`config.mk`:
```
export PLATFORM = sky130hd
export DESIGN_NAME = uart_bus_master_flat
export DESIGN_NICKNAME = d
export VERILOG_FILES = /design/src/rtl/uart_bus_master_if.sv /design/src/rtl/uart_bus_master.sv /design/src/flat_wrapper.sv
export SDC_FILE = /design/constraint.sdc
export NUM_CORES = 1
export LEC_CHECK = 0
export CELL_PAD_IN_SITES_DETAIL_PLACEMENT = 1
export CELL_PAD_IN_SITES_GLOBAL_PLACEMENT = 1
export CORE_ASPECT_RATIO = 1.1
export CORE_MARGIN = 2
export CORE_UTILIZATION = 35
export DETAILED_ROUTE_END_ITERATION = 10
export PLACE_DENSITY = 0.81
export SLEW_MARGIN = 5
export SYNTH_ARGS = -nofsm -noshare
export SYNTH_HDL_FRONTEND = slang
export SYNTH_SLANG_ARGS = --single-unit
```
`constraint.sdc`:
```
create_clock -name clk -period 6.2 [get_ports clk]
set_input_delay 1.86 -clock clk [delete_from_list [all_inputs] [get_ports clk]]
set_output_delay 1.86 -clock clk [all_outputs]
set_load 0.01 [all_outputs]
```
`src/rtl/uart_bus_master_if.sv`:
```
// Register-bus connection between the UART bus master and the UART register slave.
interface uart_bus_master_if;
  logic        cs;
  logic        read;
  logic        write;
  logic [4:0]  addr;
  logic [31:0] wr_data;
  logic [31:0] rd_data;

  modport master (
    output cs, read, write, addr, wr_data,
    input  rd_data
  );

  modport slave (
    input  cs, read, write, addr, wr_data,
    output rd_data
  );
endinterface

```
`src/rtl/uart_bus_master.sv`:
```
// UART bus master: programs the baud divisor, then polls the UART register
// slave and moves bytes between the slave and a one-entry transmit buffer /
// one-entry receive output register, alternating fairly between rx and tx.
module uart_bus_master #(
  parameter logic [10:0] DVSR_INIT = 11'd325
) (
  input  logic                     clk,
  input  logic                     reset,
  uart_bus_master_if.master        bus,
  input  logic [7:0]               tx_data,
  input  logic                     tx_valid,
  output logic                     tx_ready,
  output logic [7:0]               rx_data,
  output logic                     rx_valid,
  input  logic                     rx_ready,
  input  logic [10:0]              dvsr_in,
  input  logic                     dvsr_load,
  output logic                     busy
);

  // Slave register map.
  localparam logic [4:0] ADDR_STATUS = 5'd0;
  localparam logic [4:0] ADDR_DVSR   = 5'd1;
  localparam logic [4:0] ADDR_TX     = 5'd2;
  localparam logic [4:0] ADDR_POP    = 5'd3;

  typedef enum logic [2:0] {
    INIT,
    POLL,
    DECIDE,
    POP,
    TX
  } state_t;

  state_t      state;
  state_t      next_state;
  logic        boot_done;

  // Status snapshot taken at the end of each POLL cycle.
  logic        st_tx_full;
  logic        st_rx_empty;
  logic [7:0]  st_r_data;

  // Fairness: 0 favours rx, 1 favours tx when both are ready.
  logic        fair;

  logic [7:0]  tx_buf;
  logic        tx_buf_full;

  logic [10:0] divisor;
  logic        pending;

  logic        rx_cand;
  logic        tx_cand;

  // Status bits [31:10] carry nothing the master uses.
  logic        unused_status_bits;
  assign unused_status_bits = ^bus.rd_data[31:10];

  assign tx_ready = ~tx_buf_full;
  assign busy     = (state == INIT) | pending;

  assign rx_cand  = ~st_rx_empty & ~rx_valid;
  assign tx_cand  = tx_buf_full & ~st_tx_full;

  // Next-state selection: divisor request beats traffic, then fair rx/tx choice.
  always_comb begin
    next_state = POLL;
    unique case (state)
      INIT:   next_state = POLL;
      POLL:   next_state = DECIDE;
      DECIDE: begin
        if (pending)
          next_state = INIT;
        else if (rx_cand && tx_cand)
          next_state = fair ? TX : POP;
        else if (rx_cand)
          next_state = POP;
        else if (tx_cand)
          next_state = TX;
        else
          next_state = POLL;
      end
      POP:    next_state = POLL;
      TX:     next_state = POLL;
    endcase
    // The reset state is INIT with an idle bus; the first edge after release
    // presents the INIT write, so INIT is re-entered once before advancing.
    if (!boot_done)
      next_state = INIT;
  end

  // FSM with bus strobes registered from the state being entered.
  always_ff @(posedge clk or posedge reset) begin
    if (reset) begin
      state       <= INIT;
      boot_done   <= 1'b0;
      st_tx_full  <= 1'b0;
      st_rx_empty <= 1'b1;
      st_r_data   <= '0;
      fair        <= 1'b0;
      rx_data     <= '0;
      rx_valid    <= 1'b0;
      bus.cs      <= 1'b0;
      bus.read    <= 1'b0;
      bus.write   <= 1'b0;
      bus.addr    <= '0;
      bus.wr_data <= '0;
    end else begin
      boot_done <= 1'b1;
      state     <= next_state;

      if (state == POLL) begin
        st_tx_full  <= bus.rd_data[9];
        st_rx_empty <= bus.rd_data[8];
        st_r_data   <= bus.rd_data[7:0];
      end

      if (next_state == POP || next_state == TX)
        fair <= ~fair;

      if (next_state == POP) begin
        rx_data  <= st_r_data;
        rx_valid <= 1'b1;
      end else if (rx_valid && rx_ready) begin
        rx_valid <= 1'b0;
      end

      bus.cs      <= 1'b0;
      bus.read    <= 1'b0;
      bus.write   <= 1'b0;
      bus.addr    <= '0;
      bus.wr_data <= '0;
      unique case (next_state)
        INIT: begin
          bus.cs      <= 1'b1;
          bus.write   <= 1'b1;
          bus.addr    <= ADDR_DVSR;
          bus.wr_data <= {21'b0, divisor};
        end
        POLL: begin
          bus.cs   <= 1'b1;
          bus.read <= 1'b1;
          bus.addr <= ADDR_STATUS;
        end
        DECIDE: ;
        POP: begin
          bus.cs    <= 1'b1;
          bus.write <= 1'b1;
          bus.addr  <= ADDR_POP;
        end
        TX: begin
          bus.cs      <= 1'b1;
          bus.write   <= 1'b1;
          bus.addr    <= ADDR_TX;
          bus.wr_data <= {24'b0, tx_buf};
        end
      endcase
    end
  end

  // One-entry transmit buffer; loads only while empty, so never races the TX clear.
  always_ff @(posedge clk or posedge reset) begin
    if (reset) begin
      tx_buf      <= '0;
      tx_buf_full <= 1'b0;
    end else if (next_state == TX) begin
      tx_buf_full <= 1'b0;
    end else if (tx_valid && tx_ready) begin
      tx_buf      <= tx_data;
      tx_buf_full <= 1'b1;
    end
  end

  // Divisor request latch; a new request wins over the clear so it is never lost.
  always_ff @(posedge clk or posedge reset) begin
    if (reset) begin
      divisor <= DVSR_INIT;
      pending <= 1'b0;
    end else if (dvsr_load) begin
      divisor <= dvsr_in;
      pending <= 1'b1;
    end else if (next_state == INIT) begin
      pending <= 1'b0;
    end
  end

endmodule
```
`src/flat_wrapper.sv`:
```
// flat-port wrapper written by rule: the top's interface ports become plain ports
module uart_bus_master_flat 
#(
  parameter logic [10:0] DVSR_INIT = 11'd325
)
  (clk, reset, tx_data, tx_valid, tx_ready, rx_data, rx_valid, rx_ready, dvsr_in, dvsr_load, busy, bus_cs, bus_read, bus_write, bus_addr, bus_wr_data, bus_rd_data);
  uart_bus_master_if bus_i ();
  input  logic clk;
  input  logic reset;
  input  logic [7:0] tx_data;
  input  logic tx_valid;
  output logic tx_ready;
  output logic [7:0] rx_data;
  output logic rx_valid;
  input  logic rx_ready;
  input  logic [10:0] dvsr_in;
  input  logic dvsr_load;
  output logic busy;
  output wire logic [$bits(bus_i.cs)-1:0] bus_cs;
  output wire logic [$bits(bus_i.read)-1:0] bus_read;
  output wire logic [$bits(bus_i.write)-1:0] bus_write;
  output wire logic [$bits(bus_i.addr)-1:0] bus_addr;
  output wire logic [$bits(bus_i.wr_data)-1:0] bus_wr_data;
  input wire logic [$bits(bus_i.rd_data)-1:0] bus_rd_data;
  assign bus_cs = bus_i.cs;
  assign bus_read = bus_i.read;
  assign bus_write = bus_i.write;
  assign bus_addr = bus_i.addr;
  assign bus_wr_data = bus_i.wr_data;
  assign bus_i.rd_data = bus_rd_data;
  uart_bus_master #(.DVSR_INIT(DVSR_INIT)) u_core (.clk(clk), .reset(reset), .bus(bus_i), .tx_data(tx_data), .tx_valid(tx_valid), .tx_ready(tx_ready), .rx_data(rx_data), .rx_valid(rx_valid), .rx_ready(rx_ready), .dvsr_in(dvsr_in), .dvsr_load(dvsr_load), .busy(busy));
endmodule
```
# [Word-level counts from Yosys, hierarchy flattened]
# Cells that the tools add are included.
# W data, S select, Z words.
[totals] output_inout_bits=51 word_cells=64 reg_bits=61 inputBits=56
[classes] mux=18 n_reduce_logical=13 n_eq_ne=7 n_bitwise=9
[op_table] operator="$pmux W11 S2" count=1
[op_table] operator="$mux W3" count=6
[op_table] operator="$eq A3 B2 Y1 const B" count=3
[op_table] operator="$mux W1" count=9
[op_table] operator="$pmux W3 S3" count=1
[op_table] operator="$eq A3 B1 Y1 const B" count=2
[op_table] operator="$eq A3 B3 Y1 const B" count=2
[op_table] operator="$logic_not A3 Y1" count=2
[op_table] operator="$not A1 Y1" count=6
[op_table] operator="$pmux W2 S3" count=1
[op_table] operator="$reduce_bool A2 Y1" count=3
[op_table] operator="$reduce_or A3 Y1" count=2
[op_table] operator="$reduce_or A4 Y1" count=1
[op_table] operator="$logic_and A1 B1 Y1" count=3
[op_table] operator="$and A1 B1 Y1" count=2
[op_table] operator="$reduce_and A2 Y1" count=1
[op_table] operator="$logic_or A1 B1 Y1" count=1
[op_table] operator="$or A1 B1 Y1" count=1

# [Longest topological paths before layout]
# Gate-level depths: netlist (run 1).
[logic_depth] depth_word=11 ltp_mapped=6 ltp_nobuf=5

# [Worst setup path before layout (run 1)]
# Ideal clock, no wire load.
[synth_timing] path_type="input to register" from="in tx_valid" to="reg u_core.tx_buf[0]" slack_ps=3473 path_stages=3 n_path_buf=1 required_time_ps=6075 setup_time_ps=125 arrival_ps=2602 cell_sequence="nor2b_1 -> clkbuf_1 -> mux2_2"
[synth_via] elab_chain_len=2
[synth_rtl] element="start, declared" line_no="flat_wrapper.sv:11" source="input logic tx_valid;"
[synth_rtl] element="$logic_and A1 B1 Y1" line_no="uart_bus_master.sv:169" source="end else if (tx_valid && tx_ready) begin"
[synth_rtl] element="$reduce_and A2 Y1 (no line)"
[synth_rtl] element="end signal, assigned" line_no="uart_bus_master.sv:170" source="tx_buf <= tx_data;"
[synth_rtl] element="end, declared" line_no="uart_bus_master.sv:47" source="logic [7:0] tx_buf;"
# Every way passes these cells.
# A chain may end at the register's enable or synchronous reset.

# [Worst setup path in the final report (run 1)]
[layout_timing] from="reg u_core.state[1]" to="out busy"
[layout_via] elab_chain_len=2
[layout_rtl] element="start, declared" line_no="uart_bus_master.sv:35" source="state_t state;"
[layout_rtl] element="start signal, assigned" line_no="uart_bus_master.sv:111" source="state <= next_state;"
[layout_rtl] element="$logic_not A3 Y1" line_no="uart_bus_master.sv:61" source="assign busy = (state == INIT) | pending;"
[layout_rtl] element="$or A1 B1 Y1" line_no="uart_bus_master.sv:61"
[layout_rtl] element="end, declared" line_no="flat_wrapper.sv:18" source="output logic busy;"
# Every way passes these cells.

==> results of run 1 <==
-- final timing paths --
path / endpoint / start / slack, ns
worst min-delay path: u_core.bus.wr_data[2] / u_core.tx_buf[2] / 0.48
min in group asynchronous: u_core.bus.wr_data[8] / reset / 2.10
worst min register to register: u_core.bus.wr_data[2] / u_core.tx_buf[2] / 0.48
worst max register to register: u_core.fair / u_core.state[0] / 3.88
worst max-delay path: busy / u_core.state[1] / 2.73
max in group asynchronous: u_core.bus.addr[1] / reset / 3.61
-- per-layer routing --
layer	share of wire	vias to the layer above
met2	0.52	61
met1	0.41	830
met4	0.014	0
met3	0.061	7
li1	-	749
met5	0	-
-- layout make-up --
type	instances	area, um2	area share
sequential	61	1530	0.461
multi-input combinational	123	872	0.263
timing repair buffer	62	616	0.185
clock buffer	14	163	0.0490
tap	85	106	0.0320
inverter	6	22.5	0.00678
clock inverter	2	10.0	0.00301
-- kinds of logic (layout without fill, tap and decap cells) --
kind of cell,after synthesis,count (layout),synth area share
DFF,61,61,0.601
and+or+nand+nor,40,40,0.0898
muxes,38,38,0.167
buffers and inverters,37,84,0.0903
AOI/OAI and AO/OA,19,19,0.0447
other,2,25,0.00295
xor gates and xnor gates,1,1,0.00344
-- registers in the layout (all words and copies together), names as in the netlist --
| name | cells |
|---|---|
| u_core.boot_done | 1 |
| u_core.bus.addr | 2 |
| u_core.bus.cs | 1 |
| u_core.bus.read | 1 |
| u_core.bus.wr_data | 11 |
| u_core.bus.write | 1 |
| u_core.divisor | 11 |
| u_core.fair | 1 |
| u_core.pending | 1 |
| u_core.rx_data | 8 |
| u_core.rx_valid | 1 |
| u_core.st_r_data | 8 |
| u_core.st_rx_empty | 1 |
| u_core.st_tx_full | 1 |
| u_core.state | 3 |
| u_core.tx_buf | 8 |
| u_core.tx_buf_full | 1 |
-- power breakdown --
part / internal [W] / switching [W]
Combinational: 0.000234 / 0.000158
Sequential: 0.000534 / 0.0000681
Clock: 0.000166 / 0.000143
-- cells in the final DEF, fill, tap and decap left out, drive strengths merged --
| cell | netlist | routed |
|---|---|---|
| nor2b | 1 | 1 |
| dfrtp | 56 | 56 |
| and2b | 1 | 1 |
| or4 | 1 | 1 |
| conb | 2 | 25 |
| nand4bb | 1 | 1 |
| or3 | 1 | 1 |
| clkbuf | 5 | 14 |
| o21bai | 1 | 1 |
| clkinv | 0 | 2 |
| a21oi | 1 | 1 |
| a21o | 1 | 1 |
| xnor2 | 1 | 1 |
| nor4 | 2 | 2 |
| o211ai | 2 | 2 |
| nor2 | 4 | 4 |
| mux2i | 1 | 1 |
| clkdlybuf4s50 | 0 | 60 |
| dfstp | 5 | 5 |
| nand3b | 1 | 1 |
| o21a | 1 | 1 |
| o21ai | 10 | 10 |
| inv | 6 | 6 |
| buf | 26 | 2 |
| nand2 | 17 | 17 |
| or2b | 1 | 1 |
| mux2 | 37 | 37 |
| o22ai | 2 | 2 |
| o311ai | 1 | 1 |
| nor3 | 2 | 2 |
| nand2b | 2 | 2 |
| nor3b | 3 | 3 |
| or2 | 3 | 3 |
-- worst min-delay path, delay by kind of cell, from the launching register on --
| kind | cells | cell delay [ns] |
|---|---|---|
| compound gates | 1 | 0.06 |
| flops | 1 | 0.34 |
| simple gates | 1 | 0.05 |
-- metrics by stage --
stage                util  std cells  total power [W]  hold slack, ns  instance area (um2)
floorplan               -        221         0.000822           0.446                 2640
global placement    0.447        337         0.000987           0.457                 3150
detailed placement  0.447        337          0.00101           0.478                 3150
CTS                 0.471        353          0.00133           0.491                 3320
global route        0.471        353          0.00140           0.524                 3320
finish              0.471        353          0.00130           0.484                 3320
==> flow_summary.yaml, run 1 <==
global_routing:
  use_met3: 0.0503
  grt-busiest-layer: "met2"
  grt_remaining_overflow: 0
  grt_use_total: 0.149
  use_met2: 0.254
  antenna_found_initial: 0
  grtUsageMet1: 0.175
  grt_pass1_vias: 1795
  grt_pass1_wl_um: 8870
  grt_max_degree: 62
routing:
  wl_um: 5380
  vias_per_cell: 4.67
  drc_errors: 0
  drtIter0Drc: 51
  drt_pass1_iterations: 4
  wire_per_inst_um: 15.2
  drtAntennaViolNets: 0
  via_count: 1647
logic_synthesis:
  synth_edf_count: 0
  syn_inst: 198
  ys_dominant_reg_cell: "dfrtp_1"
  ys_seq_area_frac: 0.601
  synth_top_area_frac: 0.550
  synthArstFlopShare: 1.00
  yosys-top-cells-count: "56 x dfrtp_1, 37 x mux2_2, 24 x buf_4"
  yosysTopAreaCell: "dfrtp_1"
  yosysUniqueCellTypes: 35
  ys_warn_count: 0
  synth_top_cells_by_area: "dfrtp_1 55%, mux2_2 16%, buf_4 7.1%"
  yosysMostFrequentCell: "dfrtp_1"
  ys_ff_latch: 61
  avgSynthCellArea_um2: 12.9
  synthesis.area_um2: 2550
clocking:
  cts_buffers: 9
  clkLatencyLatePin_ns: 0.33
  cts_root_buf: "clkbuf_8"
  clkSinkCount: 61
  cts_tree: "yes"
  clk_path_buf_depth: 2
  cts_setup_buffers: 0
  clkTransAtPathRegs_ns: 0.06
  cts_resized: 0
  cts_hold_buf: 0
  htree_num_levels: 3
sta:
  setup_ws_ns: 2.73
  worst_slew_pin_slew_ns: 0.759
  rsz0062_at_grt: "no"
  period_share: 0.559
  relSlewSlack: 0.494
  final_max_slew_viol_count: 0
  hold_viol: 0
  tns_ns: 0
  fin_skew_ns: 0.00865
  fmax_mhz: 289
  setup_viol: 0
  period_needed_ns: 3.47
power_and_ir_drop:
  vdd_drop_max_v: 0.000158
  p_per_area_nw_per_um2: 393
  p_leak_nw: 1.45
worst_setup_path:
  worst-path-stages: 3
  critical_path.top_delay_family: "buffers and inverters"
  critical-path-slowest-cell: "clkdlybuf4s50_1"
  crit_type: "flip-flop to output pin"
  critPathArrivalTime_ns: 1.61
  endpoint_kind: "output pin"
  reg2reg_depth: 5
  crit_fanout: 6
  max_stage_delay_ns: 0.48
  crit_buf_inv: 1
  cp-start-kind: "flip-flop"
  crit_chain: "nor3_1 -> or2_2 -> clkdlybuf4s50_1"
  cp.required_ns: 4.34
floorplanning:
  die_h_um: 93.5
  die_area_um2: 7980
  die_x_um: 85.4
  num_rows: 32
  start_util: 0.362
  core-area_um2: 7050
  ios: 107
placement:
  globalplace.congestion: 0.756
  pre_cts_ws_ns: 2.67
  portBuffers: 60
  dp_hpwl_um: 3710
finish:
  fillers: 763
  area_growth_pct: 30.3
  drive_above_1_share: 0.243
  diodes: 0
  num-nets-final: 319
hold_path:
  hold_path_class: "flip-flop to flip-flop"
  holdPathStages: 2
status:
  outcome: "completed"
run:
  max-cap-violations: 0
No activity file was read; power rests on OpenSTA's default activity.
==> inputs of run 2 (changes only) <==
CORE_UTILIZATION = 29   (was 35)
PLACE_DENSITY = 0.71   (was 0.81)
clock period = 2.95 ns   (was 6.2 ns; I/O delays follow)
==> flow_summary.yaml, run 2 (same netlist as run 1, synthesis figures left out) <==
worst_setup_path:
  critical_path.top_delay_family: "buffers and inverters"
  critical-path-slowest-cell: "clkdlybuf4s50_1"
  r2r_end: "u_core.fair"
  cp.required_ns: 2.07
  crit_start: "u_core.state[1]"
  max_stage_delay_ns: 0.53
  crit_type: "flip-flop to output pin"
  reg2reg_slack_ns: 0.68
  r2r-start: "u_core.state[0]"
  crit_chain: "nor3_1 -> or2_2 -> clkdlybuf4s50_1"
  crit_buf_inv: 1
  endpoint_kind: "output pin"
  critPathArrivalTime_ns: 1.60
  crit_fanout: 6
  reg2reg_depth: 5
  cp-start-kind: "flip-flop"
routing:
  drtIter0Drc: 11
  wire_per_inst_um: 13.9
  via_count: 1601
  wl_um: 5290
  drc_errors: 0
  drtAntennaViolNets: 0
  drt_pass1_iterations: 4
  vias_per_cell: 4.20
status:
  outcome: "completed"
hold_path:
  holdPathStages: 2
  hold_end: "u_core.bus.wr_data[0]"
  hold_path_class: "flip-flop to flip-flop"
  hold_start: "u_core.tx_buf[0]"
floorplanning:
  die_x_um: 93.4
  start_util: 0.302
  ios: 107
  core-area_um2: 8450
  die_h_um: 102
  die_area_um2: 9560
  num_rows: 35
sta:
  rsz0062_at_grt: "no"
  hold_viol: 0
  final_max_slew_viol_count: 0
  relSlewSlack: 0.506
  setup_ws_ns: 0.467
  setup_viol: 0
  fin_skew_ns: 0.00964
  tns_ns: 0
  fmax_mhz: 403
  period_needed_ns: 2.48
  period_share: 0.842
  worst_slew_pin_slew_ns: 0.735
global_routing:
  antenna_found_initial: 0
  grt_remaining_overflow: 0
  grt_pass1_vias: 1699
  grt_max_degree: 28
  grt_pass1_wl_um: 8580
  grt_use_total: 0.119
finish:
  drive_above_1_share: 0.252
  seq_area_um2: 1530
  multiInputGateArea_um2: 872
  num-nets-final: 321
  top_regs: "u_core.bus.wr_data: 11 flops, u_core.divisor: 11 flops"
  fillers: 907
  area_growth_pct: 34.5
  layout_common_cells: "60 x clkdlybuf4s50_1, 56 x dfrtp_1, 37 x mux2_2, 25 x conb_1, 17 x nand2_1"
  layout.cells.most_common: "clkdlybuf4s50_1"
  diodes: 0
clocking:
  cts_buffers: 9
  cts_setup_buffers: 0
  cts_hold_buf: 0
  clkLatencyLatePin_ns: 0.33
  clkSinkCount: 61
  cts_tree: "yes"
  clk_path_buf_depth: 2
  cts_resized: 0
  htree_num_levels: 3
  cts_root_buf: "clkbuf_8"
  clkTransAtPathRegs_ns: 0.07
placement:
  portBuffers: 60
  dp_hpwl_um: 3650
  globalplace.congestion: 0.764
  pre_cts_ws_ns: 0.601
power_and_ir_drop:
  p_per_area_nw_per_um2: 846
  vdd_drop_max_v: 0.000264
  p_leak_nw: 1.48
run:
  max-cap-violations: 0
==> run 2: cell types whose count changed in the layout (fill, tap and decap cells not counted) <==
cell        previous run  this run
bufinv_16              0         2
buf_12                 0         1
buf_4                  2         3
clkbuf_1               3         2
clkbuf_8              11        10
clkinv_2               2         1
clkinvlp_4             0         1
==> run 2: metal layers <==
metal,track usage,wire [um]
met4,0.0475,63
met2,0.194,2550
met3,0.0354,351
met1,0.148,2330
met5,0,0
==> run 2: final cells by class <==
cell class | instances | area share
Sequential cell | 61 | 0.447
Multi-Input combinational cell | 123 | 0.254
Timing Repair Buffer | 64 | 0.188
Clock buffer | 12 | 0.0424
Tap cell | 111 | 0.0405
Clock inverter | 4 | 0.0212
Inverter | 6 | 0.00657
==> run 2: worst reg2reg max path: cells and delay by family, from the launching register on <==
family | cells | cell delay, ns
compound gates | 1 | 0.11
simple gates | 2 | 1.00
mux | 1 | 0.14
buf+inv | 1 | 0.49
flops | 1 | 0.43
==> run 2: stage by stage <==
step / std cells / hold slack, ns / instance area [um2] / utilization / total power [W]
after floorplan: 221 / 0.446 / 2640 / - / 0.00173
after global placement: 365 / 0.464 / 3210 / 0.380 / 0.00209
after detailed placement: 365 / 0.474 / 3210 / 0.380 / 0.00211
after CTS: 381 / 0.493 / 3430 / 0.405 / 0.00294
after global routing: 381 / 0.519 / 3430 / 0.405 / 0.00309
final: 381 / 0.486 / 3430 / 0.405 / 0.00290
==> run 2: where the power goes <==
part,internal (W),switching [W]
registers,0.00112,0.000142
clock network,0.000498,0.000321
logic,0.000496,0.000321
total,0.00212,0.000784
==> run 2: worst max-delay path by stage <==
stage                                    to  depth (start not counted)
after floorplan            u_core.boot_done                          1
after global placement    u_core.divisor[3]                          2
after detailed placement  u_core.divisor[4]                          2
after CTS                              busy                          3
after global routing                   busy                          3
final                                  busy                          3
